## src/rtl/instr_sequencer.sv

```systemverilog
// Program sequencer for the 9-bit processor: fetches ROM words, handles two-word mvi,
// drives Din/run until Done, with halt/step/breakpoint control, watchdog and opcode checks.
module instr_sequencer #(
  parameter int unsigned AW        = 8,
  parameter int unsigned ISSUE_CYC = 2,
  parameter int unsigned WDOG      = 15,
  parameter int unsigned CNT_W     = 16
) (
  input  logic             clk,
  input  logic             resetn,
  input  logic             start,
  input  logic             halt_req,
  input  logic             step_mode,
  input  logic             err_clr,
  input  logic             bp_en,
  input  logic [AW-1:0]    bp_addr,
  output logic             rom_en,
  output logic [AW-1:0]    rom_addr,
  input  logic [8:0]       rom_data,
  output logic [8:0]       proc_din,
  output logic             proc_run,
  input  logic             proc_done,
  output logic [AW-1:0]    pc,
  output logic             busy,
  output logic             halted,
  output logic             err,
  output logic [1:0]       err_code,
  output logic [CNT_W-1:0] instr_count,
  output logic [2:0]       state
);

  localparam int unsigned IW = (ISSUE_CYC > 1) ? $clog2(ISSUE_CYC) : 1;
  localparam int unsigned WW = (WDOG > 1) ? $clog2(WDOG) : 1;
  localparam logic [2:0] OpMvi = 3'b001;

  typedef enum logic [2:0] {
    StIdle   = 3'd0,
    StFetch  = 3'd1,
    StDecode = 3'd2,
    StIssue  = 3'd3,
    StExec   = 3'd4,
    StHalted = 3'd5,
    StError  = 3'd6
  } state_e;

  state_e        st;
  logic [8:0]    ir;
  logic [8:0]    imm;
  logic          halt_pend;
  logic          bp_skip;
  logic [IW-1:0] issue_cnt;
  logic [WW-1:0] wd_cnt;

  logic ir_mvi, dec_mvi, dec_illegal, bp_hit, issue_last, wd_expired, retire;

  assign ir_mvi      = (ir[8:6] == OpMvi);
  assign dec_mvi     = (rom_data[8:6] == OpMvi);
  assign dec_illegal = rom_data[8];
  assign bp_hit      = bp_en && (pc == bp_addr) && !bp_skip;
  assign issue_last  = (issue_cnt == IW'(ISSUE_CYC - 1));
  assign wd_expired  = (wd_cnt == WW'(WDOG - 1));
  // Done in ISSUE retires single-word ops only; for mvi it is a protocol error.
  assign retire      = proc_done && ((st == StExec) || ((st == StIssue) && !ir_mvi));

  assign proc_run = (st == StIssue) || (st == StExec);
  assign busy     = (st == StFetch) || (st == StDecode) || (st == StIssue) || (st == StExec);
  assign halted   = (st == StHalted);
  assign err      = (st == StError);
  assign state    = st;

  always_comb begin
    rom_en   = 1'b0;
    rom_addr = pc;
    if (st == StFetch) begin
      rom_en = !bp_hit;
    end else if ((st == StDecode) && dec_mvi) begin
      rom_en   = 1'b1;
      rom_addr = pc + AW'(1);
    end
  end

  always_ff @(posedge clk or negedge resetn) begin
    if (!resetn) begin
      st          <= StIdle;
      pc          <= '0;
      instr_count <= '0;
      err_code    <= 2'd0;
      proc_din    <= 9'd0;
      ir          <= 9'd0;
      imm         <= 9'd0;
      halt_pend   <= 1'b0;
      bp_skip     <= 1'b0;
      issue_cnt   <= '0;
      wd_cnt      <= '0;
    end else begin
      if (halt_req && busy) halt_pend <= 1'b1;

      unique case (st)
        StIdle: begin
          if (start) st <= StFetch;
        end
        StFetch: begin
          if (bp_hit) begin
            st        <= StHalted;
            bp_skip   <= 1'b1;
            halt_pend <= 1'b0;
          end else begin
            bp_skip <= 1'b0;
            st      <= StDecode;
          end
        end
        StDecode: begin
          ir <= rom_data;
          if (dec_illegal) begin
            st        <= StError;
            err_code  <= 2'd1;
            halt_pend <= 1'b0;
          end else begin
            st        <= StIssue;
            issue_cnt <= '0;
            proc_din  <= rom_data;
          end
        end
        StIssue: begin
          if (ir_mvi && (issue_cnt == '0)) imm <= rom_data;
          if (proc_done && ir_mvi) begin
            st        <= StError;
            err_code  <= 2'd3;
            halt_pend <= 1'b0;
          end else if (!proc_done) begin
            if (issue_last) begin
              st     <= StExec;
              wd_cnt <= '0;
              // With a single issue cycle the immediate is still on rom_data.
              if (ir_mvi) proc_din <= (issue_cnt == '0) ? rom_data : imm;
            end else begin
              issue_cnt <= issue_cnt + IW'(1);
            end
          end
        end
        StExec: begin
          if (!proc_done) begin
            if (wd_expired) begin
              st        <= StError;
              err_code  <= 2'd2;
              halt_pend <= 1'b0;
            end else begin
              wd_cnt <= wd_cnt + WW'(1);
            end
          end
        end
        StHalted: begin
          if (start) st <= StFetch;
        end
        StError: begin
          if (err_clr) begin
            st       <= StIdle;
            err_code <= 2'd0;
          end
        end
        default: st <= StIdle;
      endcase

      if (retire) begin
        pc          <= pc + (ir_mvi ? AW'(2) : AW'(1));
        instr_count <= instr_count + CNT_W'(1);
        if (halt_pend || halt_req || step_mode) begin
          st        <= StHalted;
          halt_pend <= 1'b0;
        end else begin
          st <= StFetch;
        end
      end
    end
  end

endmodule

```

## config.mk

```make
export PLATFORM = sky130hd
export DESIGN_NAME = instr_sequencer
export DESIGN_NICKNAME = d
export VERILOG_FILES = /design/src/rtl/instr_sequencer.sv
export SDC_FILE = /design/constraint.sdc
export NUM_CORES = 1
export LEC_CHECK = 0
export CAP_MARGIN = 20
export CORE_ASPECT_RATIO = 0.9
export CORE_MARGIN = 2
export CORE_UTILIZATION = 49
export CTS_CLUSTER_DIAMETER = 40
export DETAILED_ROUTE_END_ITERATION = 16
export PLACE_DENSITY_LB_ADDON = 0.05
export SLEW_MARGIN = 30
export SYNTH_ARGS = -nofsm -noshare
export SYNTH_HDL_FRONTEND = slang
export SYNTH_SLANG_ARGS = --single-unit
```

## constraint.sdc

```tcl
create_clock -name clk -period 2.2 [get_ports clk]
set_input_delay 0.22 -clock clk [delete_from_list [all_inputs] [get_ports clk]]
set_output_delay 0.22 -clock clk [all_outputs]
set_load 0.02 [all_outputs]
```

# Word-level counts from Yosys, hierarchy flattened
# Index checks and enable logic that the tools add are counted.
dict set report totals {
  output_inout_bits 51
  register_bits 63
  inputBits 25
}
dict set report classes {
  n_addsub 5
  reduce_logical 29
  muxes 50
  bitwise_logic 1
  eq_ne 27
}
# cell n
set op_table {}
lappend op_table {{$mux W9} 5}
lappend op_table {{$mux W3} 11}
lappend op_table {{$reduce_and A6 Y1} 4}
lappend op_table {{$mux W4} 5}
lappend op_table {{$ne A2 B2 Y1 const B} 10}
lappend op_table {{$pmux W3 S6} 1}
lappend op_table {{$pmux W9 S2} 1}
lappend op_table {{$add A16 B1 Y16 const B} 1}
lappend op_table {{$mux W8} 2}
lappend op_table {{$mux W1} 15}
lappend op_table {{$mux W2} 6}
lappend op_table {{$eq A3 B1 Y1 const B} 3}
lappend op_table {{$eq A3 B3 Y1 const B} 3}
lappend op_table {{$add A8 B1 Y8 const B} 1}
lappend op_table {{$add A8 B2 Y8} 1}
lappend op_table {{$eq A8 B8 Y1} 1}
lappend op_table {{$logic_and A1 B1 Y1} 8}
lappend op_table {{$ne A4 B3 Y1 const B} 2}
lappend op_table {{$pmux W2 S4} 1}
lappend op_table {{$pmux W4 S2} 1}
lappend op_table {{$logic_or A1 B1 Y1} 7}
lappend op_table {{$eq A3 B2 Y1 const B} 2}
lappend op_table {{$ne A3 B3 Y1 const B} 2}
lappend op_table {{$add A4 B1 Y4 const B} 1}
lappend op_table {{other kinds (15)} 18}

# Logic depth before layout (Yosys ltp)
dict set report logic_depth {
  word_depth 11
  depth_mapped 7
}

# Least setup slack after synthesis
# Ideal clock, no wire load.
dict set report synth_path {
  path_kind {register to output}
  start {reg st[2] (netlist: state[2])}
  end {out rom_addr[5]}
  arrival_ns 2.071
  stages_incl_launch_ff 6
  setup_slack_ns -0.091
  cell_sequence {dfrtp_1 or4b_1 nor3b_4 nand4_1 nor2_1 xor2_1}
}
dict set report synth_between {
  elab_chain_len 4
  elab_cells_between_ends 5
  classes_between {eq/ne: 2; mux: 2; reduce/logical: 1}
}
# item line
set synth_lines {}
lappend synth_lines {{start, declared} 46} ;# state_e st;
lappend synth_lines {{start signal, assigned} 84} ;# st <= StIdle;
lappend synth_lines {{start signal, assigned} 100} ;# if (start) st <= StFetch;
lappend synth_lines {{start signal, assigned} 104} ;# st <= StHalted;
lappend synth_lines {{$eq A3 B2 Y1} 76} ;# end else if ((st == StDecode) && dec_mvi) begin
lappend synth_lines {{$logic_and A1 B1 Y1} 76}
lappend synth_lines {{$mux W8} 76}
lappend synth_lines {{$mux W8 *} 74} ;# if (st == StFetch) begin
lappend synth_lines {{end, declared} 18} ;# output logic [AW-1:0] rom_addr,
# Mark *: on every way between the ends. The rest lies on a longest branch, timed or not.

# Worst setup path in the final report
dict set report layout_path {
  start {reg st[0] (netlist: state[0])}
  end {out rom_addr[3]}
}
# The elaborated chain is that of the path after synthesis.

==> flow_summary.json <==
{
  "finalHoldViolCount": 0,
  "timing.hold.ws_ns": 0.252,
  "async_reset_ff_share_pct": 100,
  "wl_per_cell_um": 14.9,
  "critPathArrivalTime_ns": 2.29,
  "syn_to_final_growth_pct": 44.6,
  "vias": 2591,
  "core_area_sq_um": 6050,
  "crit_type": "reg -> out",
  "synth_top_area_share_pct": 47.1,
  "synth_xor_area_share_pct": 10.7,
  "setup_slack_ns": -0.309,
  "syn_inst": 303,
  "portBuffers": 75,
  "yosysMostFrequentCell": "dfrtp_1",
  "fin_crit_sh_pct": 114,
  "synth_enable_flop_cells": 0,
  "status": "finished, violations left",
  "synthTopCellsByArea": "dfrtp_1, xor2_1, nand2_1",
  "ys_seq_elements": 57,
  "synth_top_area_cell": "dfrtp_1",
  "antenna_cells": 0,
  "violations": "setup timing",
  "insertion_delay_ns": 0.34,
  "syn_avg_cell_area_sq_um": 9.99,
  "nets": 440,
  "path_clk_slew_ns": 0.07,
  "leakage_nw": 2.02,
  "setup_viol": 8,
  "ant_nets": 0,
  "start_kind": "register",
  "synth_common_cells": "dfrtp_1, nand2_1, xor2_1",
  "rows": 27,
  "power.total_mw": 5.65,
  "p_per_area_nw_per_um2": 1290,
  "worst_slew_pin_slew_ns": 0.432,
  "cts-buffers-inserted": 9,
  "dieHeight_um": 78.6,
  "drcViolationCount": 0,
  "ys_seq_area_share_pct": 47.1,
  "syn-num-nets": 335,
  "synthFlopType": "dfrtp_1",
  "synthMuxAreaShare_pct": 7.11,
  "root_buffer": "clkbuf_8",
  "layout-drive-gt1-share_pct": 21.1,
  "synthAdderAreaFrac_pct": 3.14,
  "dieArea_sq_um": 6820,
  "syn-cell-area_sq_um": 3030,
  "crit_path_end_kind": "output port",
  "drv_slew": 0,
  "finClkSkew_ns": 0.00836,
  "max_cap_viol_count": 0,
  "place_inst": 466,
  "grt_max_degree": 32,
  "grt_use_total_pct": 22.4,
  "post-dp-hpwl_um": 5230,
  "via_per_inst": 5.34,
  "fmax_ghz": 0.399,
  "cp.required_ns": 1.98,
  "drtIter0Drc": 111,
  "fin_crit_ns": 2.51,
  "grt_pass1_vias": 2477,
  "ir_worst_vdd_v": 0.000992,
  "drt-pass1-iter-count": 4,
  "grt-ovfl-total": 0,
  "fin_cells": 485,
  "pre_cts_ws_ns": -0.669,
  "yosysWarnings": 0,
  "grt_setup_unrepaired": "true",
  "routed_wl_um": 7240,
  "grt_pass1_wl_um": 11800,
  "finalWeightedCongestion": 0.891,
  "die_x_um": 86.8,
  "synth_compound_area_share_pct": 10.2,
  "synth-simple-area-share_pct": 18.8,
  "clockBufferDepth": 2,
  "start_util_pct": 50.1,
  "cts_tree": "built",
  "htree_levels": 3,
  "slew_headroom_pct": 71.2,
  "crit_fanout": 3,
  "worst_hold_path_type": "in -> async",
  "ios": 76,
  "numClockSinks": 57,
  "synth.distinct_cells": 48,
  "synth_top_family_by_area": "simple AND/OR/NAND/NOR gates",
  "antenna_found_initial": 0
}
-- per-stage QoR --
stage / util [%] / instance area (sq um) / setup TNS [ns]
global placement: 67.0 / 4050 / -4.96
CTS: 71.9 / 4350 / -2.22
global route: 72.4 / 4380 / -2.33
finish: 72.4 / 4380 / -1.65
floorplan: - / 3050 / 0
detailed placement: 67.0 / 4050 / -5.13
-- layout make-up --
| type | instances | area [sq um] |
|---|---|---|
| fillers | 444 | 1670 |
| clock buffers | 11 | 141 |
| repair buffers | 108 | 995 |
| well taps | 72 | 90.1 |
| flip-flops and latches | 57 | 1430 |
| clock inverters | 5 | 103 |
| multi-input cells | 225 | 1600 |
| inverters | 7 | 26.3 |
-- state kept, by name, indices dropped and copies added, names as in the netlist --
signal	count
bp_skip	1
err_code	2
halt_pend	1
imm	9
instr_count	16
ir	3
issue_cnt	1
pc	8
proc_din	9
state	3
wd_cnt	4
-- critical path, cell delays in order, from the launching register on --
cell	delay (ns)
dfrtp_1	0.38
or4b_4	0.55
nor3b_4	0.26
buf_6	0.14
nand4_1	0.16
buf_4	0.20
xnor2_2	0.11
buf_4	0.15
-- power by group --
| part | internal, mW | switching, mW |
|---|---|---|
| logic | 1.29 | 1.48 |
| registers | 1.42 | 0.265 |
| clock network | 0.781 | 0.417 |
| total | 3.49 | 2.16 |
-- what timing repair did --
action	4_1_cts	5_1_grt
setup endpoints to repair	11	20
endpoints found under the hold margin	5	0
buffers inserted	3	1
hold buffers	1	0
gates resized for setup	63	7
pin swaps	7	3
-- kinds of logic (layout without fill, tap and decap cells) --
| logic type | after synthesis | after routing |
|---|---|---|
| xor+xnor | 37 | 37 |
| fa+ha+maj | 7 | 7 |
| mux | 20 | 20 |
| flops | 57 | 57 |
| compound gates | 48 | 48 |
| buf+inv | 21 | 131 |
| simple gates | 113 | 113 |
-- per-layer routing --
| layer | vias up | track usage (%) | part of all wire [%] |
|---|---|---|---|
| met5 | - | 0 | 0 |
| met4 | 0 | 7.97 | 1.4 |
| met3 | 9 | 5.99 | 5.7 |
| met2 | 77 | 34.4 | 47 |
| met1 | 1238 | 30.5 | 46 |
| li1 | 1267 | - | - |
-- placed cells by master (no fill, tap or decap), drive strengths merged, types with 3 or more instances in the layout --
cell,netlist,layout
ha,6,6
a21o,5,5
nand2,40,40
nand4,8,8
nor2,21,21
inv,7,7
mux2,12,12
clkdlybuf4s50,0,61
nor3b,5,5
nor3,13,13
xnor2,10,10
bufinv,0,3
xor2,27,27
or3,4,4
buf,8,42
o21ai,20,20
mux2i,8,8
dfrtp,57,57
clkbuf,6,11
a21oi,6,6
nand2b,3,3
nand3,8,8
-- worst paths after layout --
check                                     start              end  slack (ns)  cells after the start
worst max-delay path                   state[0]      rom_addr[3]       -0.31                      7
worst min-delay path                     resetn            pc[5]        0.25                      2
worst max register to register         state[2]           imm[5]        0.13                      5
worst min register to register  instr_count[15]  instr_count[15]        0.47                      1
max in group asynchronous                resetn        wd_cnt[1]        1.31                      3
min in group clk                instr_count[15]  instr_count[15]        0.47                      1
(Power assumes the default switching activity.)
